<file path="config.mk">
export PLATFORM = sky130hd
export DESIGN_NAME = ahb_addr_decoder
export DESIGN_NICKNAME = d
export VERILOG_FILES = /design/src/rtl/ahb_addr_decoder.sv
export SDC_FILE = /design/constraint.sdc
export NUM_CORES = 1
export LEC_CHECK = 0
export ABC_CLOCK_PERIOD_IN_PS = 5700
export CAP_MARGIN = 30
export CORE_MARGIN = 4
export CORE_UTILIZATION = 40
export CTS_BUF_LIST = sky130_fd_sc_hd__clkbuf_8
export CTS_CLUSTER_SIZE = 30
export DETAILED_ROUTE_END_ITERATION = 6
export PLACE_DENSITY_LB_ADDON = 0.08
export SYNTH_ARGS = -nofsm -noshare
export SYNTH_HDL_FRONTEND = slang
export SYNTH_SLANG_ARGS = --single-unit
</file>
<file path="constraint.sdc">
create_clock -name HCLK -period 5.7 [get_ports HCLK]
set_input_delay 1.14 -clock HCLK [delete_from_list [all_inputs] [get_ports HCLK]]
set_output_delay 1.14 -clock HCLK [all_outputs]
set_load 0.02 [all_outputs]
</file>
<file path="src/rtl/ahb_addr_decoder.sv">
// AHB address decoder, data-phase response mux and default (error) slave with unmapped-access statistics.
// Latency: HSEL_S is combinational; the data-phase mux adds no latency; statistics update on the edge that starts an error.
// Backpressure: sel_q and the default slave advance only when HREADY=1; a stalling slave freezes the data-phase select.
module ahb_addr_decoder #(
    parameter int                          NUM_SLAVES = 2,
    parameter int                          DATA_W     = 32,
    parameter logic [16*NUM_SLAVES-1:0]    SLV_BASE   = {16'hC000, 16'hC080},
    parameter logic [16*NUM_SLAVES-1:0]    SLV_MASK   = {16'hFFFF, 16'hFFFF}
) (
    input  logic                           HCLK,
    input  logic                           HRESET,
    input  logic [31:0]                    HADDR,
    input  logic [1:0]                     HTRANS,
    input  logic [NUM_SLAVES-1:0]          HREADY_S,
    input  logic [NUM_SLAVES-1:0]          HRESP_S,
    input  logic [NUM_SLAVES*DATA_W-1:0]   HRDATA_S,
    input  logic                           ERR_CLR,
    output logic [NUM_SLAVES-1:0]          HSEL_S,
    output logic                           HREADY,
    output logic                           HRESP,
    output logic [DATA_W-1:0]              HRDATA,
    output logic [7:0]                     DEC_ERR_CNT,
    output logic [31:0]                    DEC_ERR_ADDR
);

    typedef enum logic [1:0] {
        DS_IDLE = 2'd0,
        DS_ERR1 = 2'd1,
        DS_ERR2 = 2'd2
    } ds_state_t;

    ds_state_t               ds_state;
    ds_state_t               ds_next;
    // Slave select bits plus the default-slave bit at index NUM_SLAVES.
    logic [NUM_SLAVES:0]     sel_q;
    logic                    unmapped;
    logic                    err_entry;

    // Only HTRANS[1] distinguishes active transfers from IDLE/BUSY.
    logic                    unused_htrans_lsb;
    assign unused_htrans_lsb = HTRANS[0];

    // Address-phase decode; the lowest matching index wins so HSEL_S is one-hot or zero.
    always_comb begin
        logic found;
        HSEL_S = '0;
        found  = 1'b0;
        for (int i = 0; i < NUM_SLAVES; i++) begin
            if (!found && (((HADDR[31:16] ^ SLV_BASE[16*i +: 16]) & SLV_MASK[16*i +: 16]) == 16'h0)) begin
                HSEL_S[i] = 1'b1;
                found     = 1'b1;
            end
        end
    end

    assign unmapped  = HTRANS[1] && (HSEL_S == '0);
    // HREADY is forced low in DS_ERR1, so this only fires from DS_IDLE or DS_ERR2.
    assign err_entry = HREADY && unmapped;

    // Data-phase response mux; the default-slave bit overrides with the two-cycle ERROR pattern.
    always_comb begin
        HREADY = 1'b1;
        HRESP  = 1'b0;
        HRDATA = '0;
        for (int i = 0; i < NUM_SLAVES; i++) begin
            if (sel_q[i]) begin
                HREADY = HREADY_S[i];
                HRESP  = HRESP_S[i];
                HRDATA = HRDATA_S[DATA_W*i +: DATA_W];
            end
        end
        if (sel_q[NUM_SLAVES]) begin
            HREADY = (ds_state == DS_ERR2);
            HRESP  = 1'b1;
            HRDATA = '0;
        end
    end

    // Data-phase select advances only when the current data phase completes.
    always_ff @(posedge HCLK or posedge HRESET) begin
        if (HRESET) begin
            sel_q <= '0;
        end else if (HREADY) begin
            sel_q <= {unmapped, HSEL_S};
        end
    end

    // Default-slave state register.
    always_ff @(posedge HCLK or posedge HRESET) begin
        if (HRESET) begin
            ds_state <= DS_IDLE;
        end else begin
            ds_state <= ds_next;
        end
    end

    // Default-slave next state: ERR1 always completes into ERR2; ERR2 may chain straight into another error.
    always_comb begin
        ds_next = ds_state;
        case (ds_state)
            DS_IDLE: if (err_entry) ds_next = DS_ERR1;
            DS_ERR1: ds_next = DS_ERR2;
            DS_ERR2: ds_next = unmapped ? DS_ERR1 : DS_IDLE;
            default: ds_next = DS_IDLE;
        endcase
    end

    // Error statistics: a new error wins over a coincident clear, leaving count=1.
    always_ff @(posedge HCLK or posedge HRESET) begin
        if (HRESET) begin
            DEC_ERR_CNT  <= 8'd0;
            DEC_ERR_ADDR <= 32'd0;
        end else if (err_entry) begin
            DEC_ERR_ADDR <= HADDR;
            if (ERR_CLR) begin
                DEC_ERR_CNT <= 8'd1;
            end else if (DEC_ERR_CNT != 8'hFF) begin
                DEC_ERR_CNT <= DEC_ERR_CNT + 8'd1;
            end
        end else if (ERR_CLR) begin
            DEC_ERR_CNT  <= 8'd0;
            DEC_ERR_ADDR <= 32'd0;
        end
    end

endmodule
</file>
==> summary.txt <==
Job
  – Max Cap Viol: 0

Layout
  – Area Overhead vs Synth: 72.35%
  – Filler cell count: 482
  – Most frequent cells in the layout: clkdlybuf4s50_1 (179), dfrtp_1 (45), nor2_1 (42)
  – Fraction of layout cells with a size suffix above 1: 11.94%
  – Multi-input logic area: 1461 µm²
  – Post-layout nets: 574
  – Most common cell after layout, fill and taps aside: clkdlybuf4s50_1
  – Sequential cell area: 1126 µm²
  – ANT cells: 0

Clocking
  – Post-CTS resize count: 0
  – # hold bufs at CTS: 0
  – Setup bufs post-CTS: 0
  – CTS tree: built
  – H-tree depth: 2
  – CTS Buf Count: 5
  – Reg clk slew, reported paths: 90 ps
  – Latest clock arrival within the worst-skew pair: 300 ps
  – CTS max path bufs: 2
  – CTS root buf: clkbuf_8
  – CTS Sinks: 45

Critical path
  – Crit path largest cell delay: 640 ps
  – Critical Path Most Common Cell: clkdlybuf4s50_1
  – CP Capture Type: output port
  – CP required: 4560 ps
  – Critical path class: in2out
  – Critical path launch point type: primary input
  – CP max FO: 3
  – CP cell instances: clkdlybuf4s50_1 > or4b_4 > or4_1 > nor2_1 > clkdlybuf4s50_1
  – CP Data Arrival Time: 3520 ps
  – Slowest cell on the critical path: clkdlybuf4s50_1

Yosys
  – Yosys cell types: 39
  – Area leader, netlist: dfrtp_1
  – Synth Warn #: 0
  – Synth Register Bits: 45
  – Synth top area cells: dfrtp_1 (41%), o21ai_2 (9.6%), a22oi_1 (8.8%), nand2b_1 (8.0%), nand3_1 (6.4%)
  – Syn Inst Count: 302
  – Share of the synthesized area in the top cell type: 41.13%
  – Seq/Total Area, Yosys: 41.13%
  – Area of the mapped netlist: 2738 µm²
  – Post-Syn Nets: 408
  – Avg Cell Area, Syn: 9.065 µm²

STA
  – RSZ-0062 raised after global routing: false
  – Slew margin rel.: 51.90%
  – Fin crit share: 81.68%
  – Pins Over Slew Limit: 0
  – Worst-margin pin slew: 711.5 ps
  – Final TNS setup: 0 ps
  – Min Clock Period, post-route: 4656 ps
  – Final Skew: 7.310 ps
  – Fin. Hold Viols: 0
  – F_max: 214.8 MHz
  – Hold Slack: 484.5 ps
  – Setup violations, final: 0

GRT
  – Initial antenna violation count: 0
  – GRT Residual Overflow: 0
  – Largest net degree at the start of global routing: 46
  – Number of global-route vias before repair: 2866
  – GRT Overall Usage: 23.13%
  – Global-route wire length before repair: 15540 µm

Floorplanning
  – Die area: 8232 µm²
  – Core area: 6495 µm²
  – Die width: 90.73 µm
  – Starting density of the core: 42.15%
  – Die Y: 90.73 µm
  – Rows: 29
  – Io pins: 181

Run status
  – Status: complete, no violations

Drt
  – Initial drt markers: 141
  – DRC viols: 0
  – DR vias: 2954
  – Antenna viol nets, final: 0
  – Drt total wl: 9615 µm
  – Via density: 5.410
  – Avg WL per Cell: 17.61 µm
  – TritonRoute pass-1 iters: 4

Power
  – Max VDD drop: 0.4002 mV
  – PwrDens: 284.6 nW/µm²
  – Leak: 1.780 nW

Place
  – DP Wirelength: 7165 µm
  – GP Congestion: 0.8321
  – Port Buf Inserts: 179

Worst hold path
  – Worst hold path type: reg2reg
cell families after synthesis:
kind of cell / synth area share (%)
buffers and inverters: 5.759
AOI/OAI and AO/OA: 23.31
muxes: 2.422
and+or+nand+nor: 26.60
xor gates and xnor gates: 0.3200
adders and majority gates: 0.4570
DFF: 41.13
Yosys cell counts:
master,count
o31a_1,1
a31oi_1,4
or4_1,1
nand3b_1,1
o21ai_2,30
nand3_1,35
o41a_1,1
or4_4,2
a221o_1,1
o21ai_0,3
nor2b_1,5
mux2_2,2
buf_1,2
clkbuf_1,17
buf_6,3
nand2_1,2
a21oi_1,1
nor3b_1,1
or3b_2,1
nor4b_1,2
a22oi_1,32
nor2_1,42
a311oi_1,1
or4b_4,1
inv_1,6
nor4_1,3
o41ai_4,1
nand2b_1,35
mux2i_1,1
buf_2,6
ha_1,1
nor3_1,3
a211oi_1,2
a41oi_1,1
xnor2_1,1
mux2_1,3
nand4_1,2
nor2_2,1
dfrtp_1,45
flip-flops by register name (all words and copies together) (netlist names):
name,cells
DEC_ERR_ADDR,32
DEC_ERR_CNT,8
ds_state,2
sel_q,3
routing by layer:
metal,global-route usage [%],wire [µm],vias to the layer above
met4,5.740,141,0
met3,5.000,631,14
met5,0,0,-
li1,-,-,1417
met1,30.94,4075,1405
met2,37.99,4767,118
path summary, 6_finish.rpt:
path,from,to,slack (ps),cells past startpoint
setup / recovery,HADDR[30],HSEL_S[1],1040,5
min in group asynchronous,HRESET,DEC_ERR_ADDR[6],1030,2
max in group asynchronous,HRESET,DEC_ERR_ADDR[25],4260,3
hold / removal,ds_state[1],ds_state[1],480,1
setup reg to reg,sel_q[1],DEC_ERR_ADDR[5],3070,6
hold reg to reg,ds_state[1],ds_state[1],480,1
power by group:
part | total (mW) | internal (mW) | switching [mW]
combinational | 0.641 | 0.294 | 0.347
sequential | 0.448 | 0.396 | 0.0527
clock | 0.253 | 0.143 | 0.111
total | 1.34 | 0.832 | 0.511
metrics by stage:
| stage | utilization (%) | instance area [µm²] | power, mW | setup slack, ps | cells |
|---|---|---|---|---|---|
| final | 72.65 | 4718 | 1.343 | 1044 | 546 |
| after global routing | 72.65 | 4718 | 1.420 | 973.2 | 546 |
| after CTS | 72.34 | 4698 | 1.356 | 1029 | 545 |
| after detailed placement | 70.49 | 4578 | 1.099 | 1029 | 537 |
| after global placement | 69.83 | 4536 | 1.068 | 1068 | 535 |
| after floorplan | - | 2738 | 0.7971 | 2001 | 302 |
layout make-up:
cell class / instances / area share (%)
clock buffer: 6 / 1.750
clock inverter: 2 / 0.7955
inverter: 6 / 0.4773
multi-input combinational: 223 / 30.97
sequential: 45 / 23.87
tap: 77 / 2.042
timing repair buffer: 187 / 40.10
critical path, delay by kind of cell:
kind | cells | cell delay, ps
simple gates | 3 | 1230
buf+inv | 2 | 1140
Note: power is estimated with default switching activity, not from simulation.
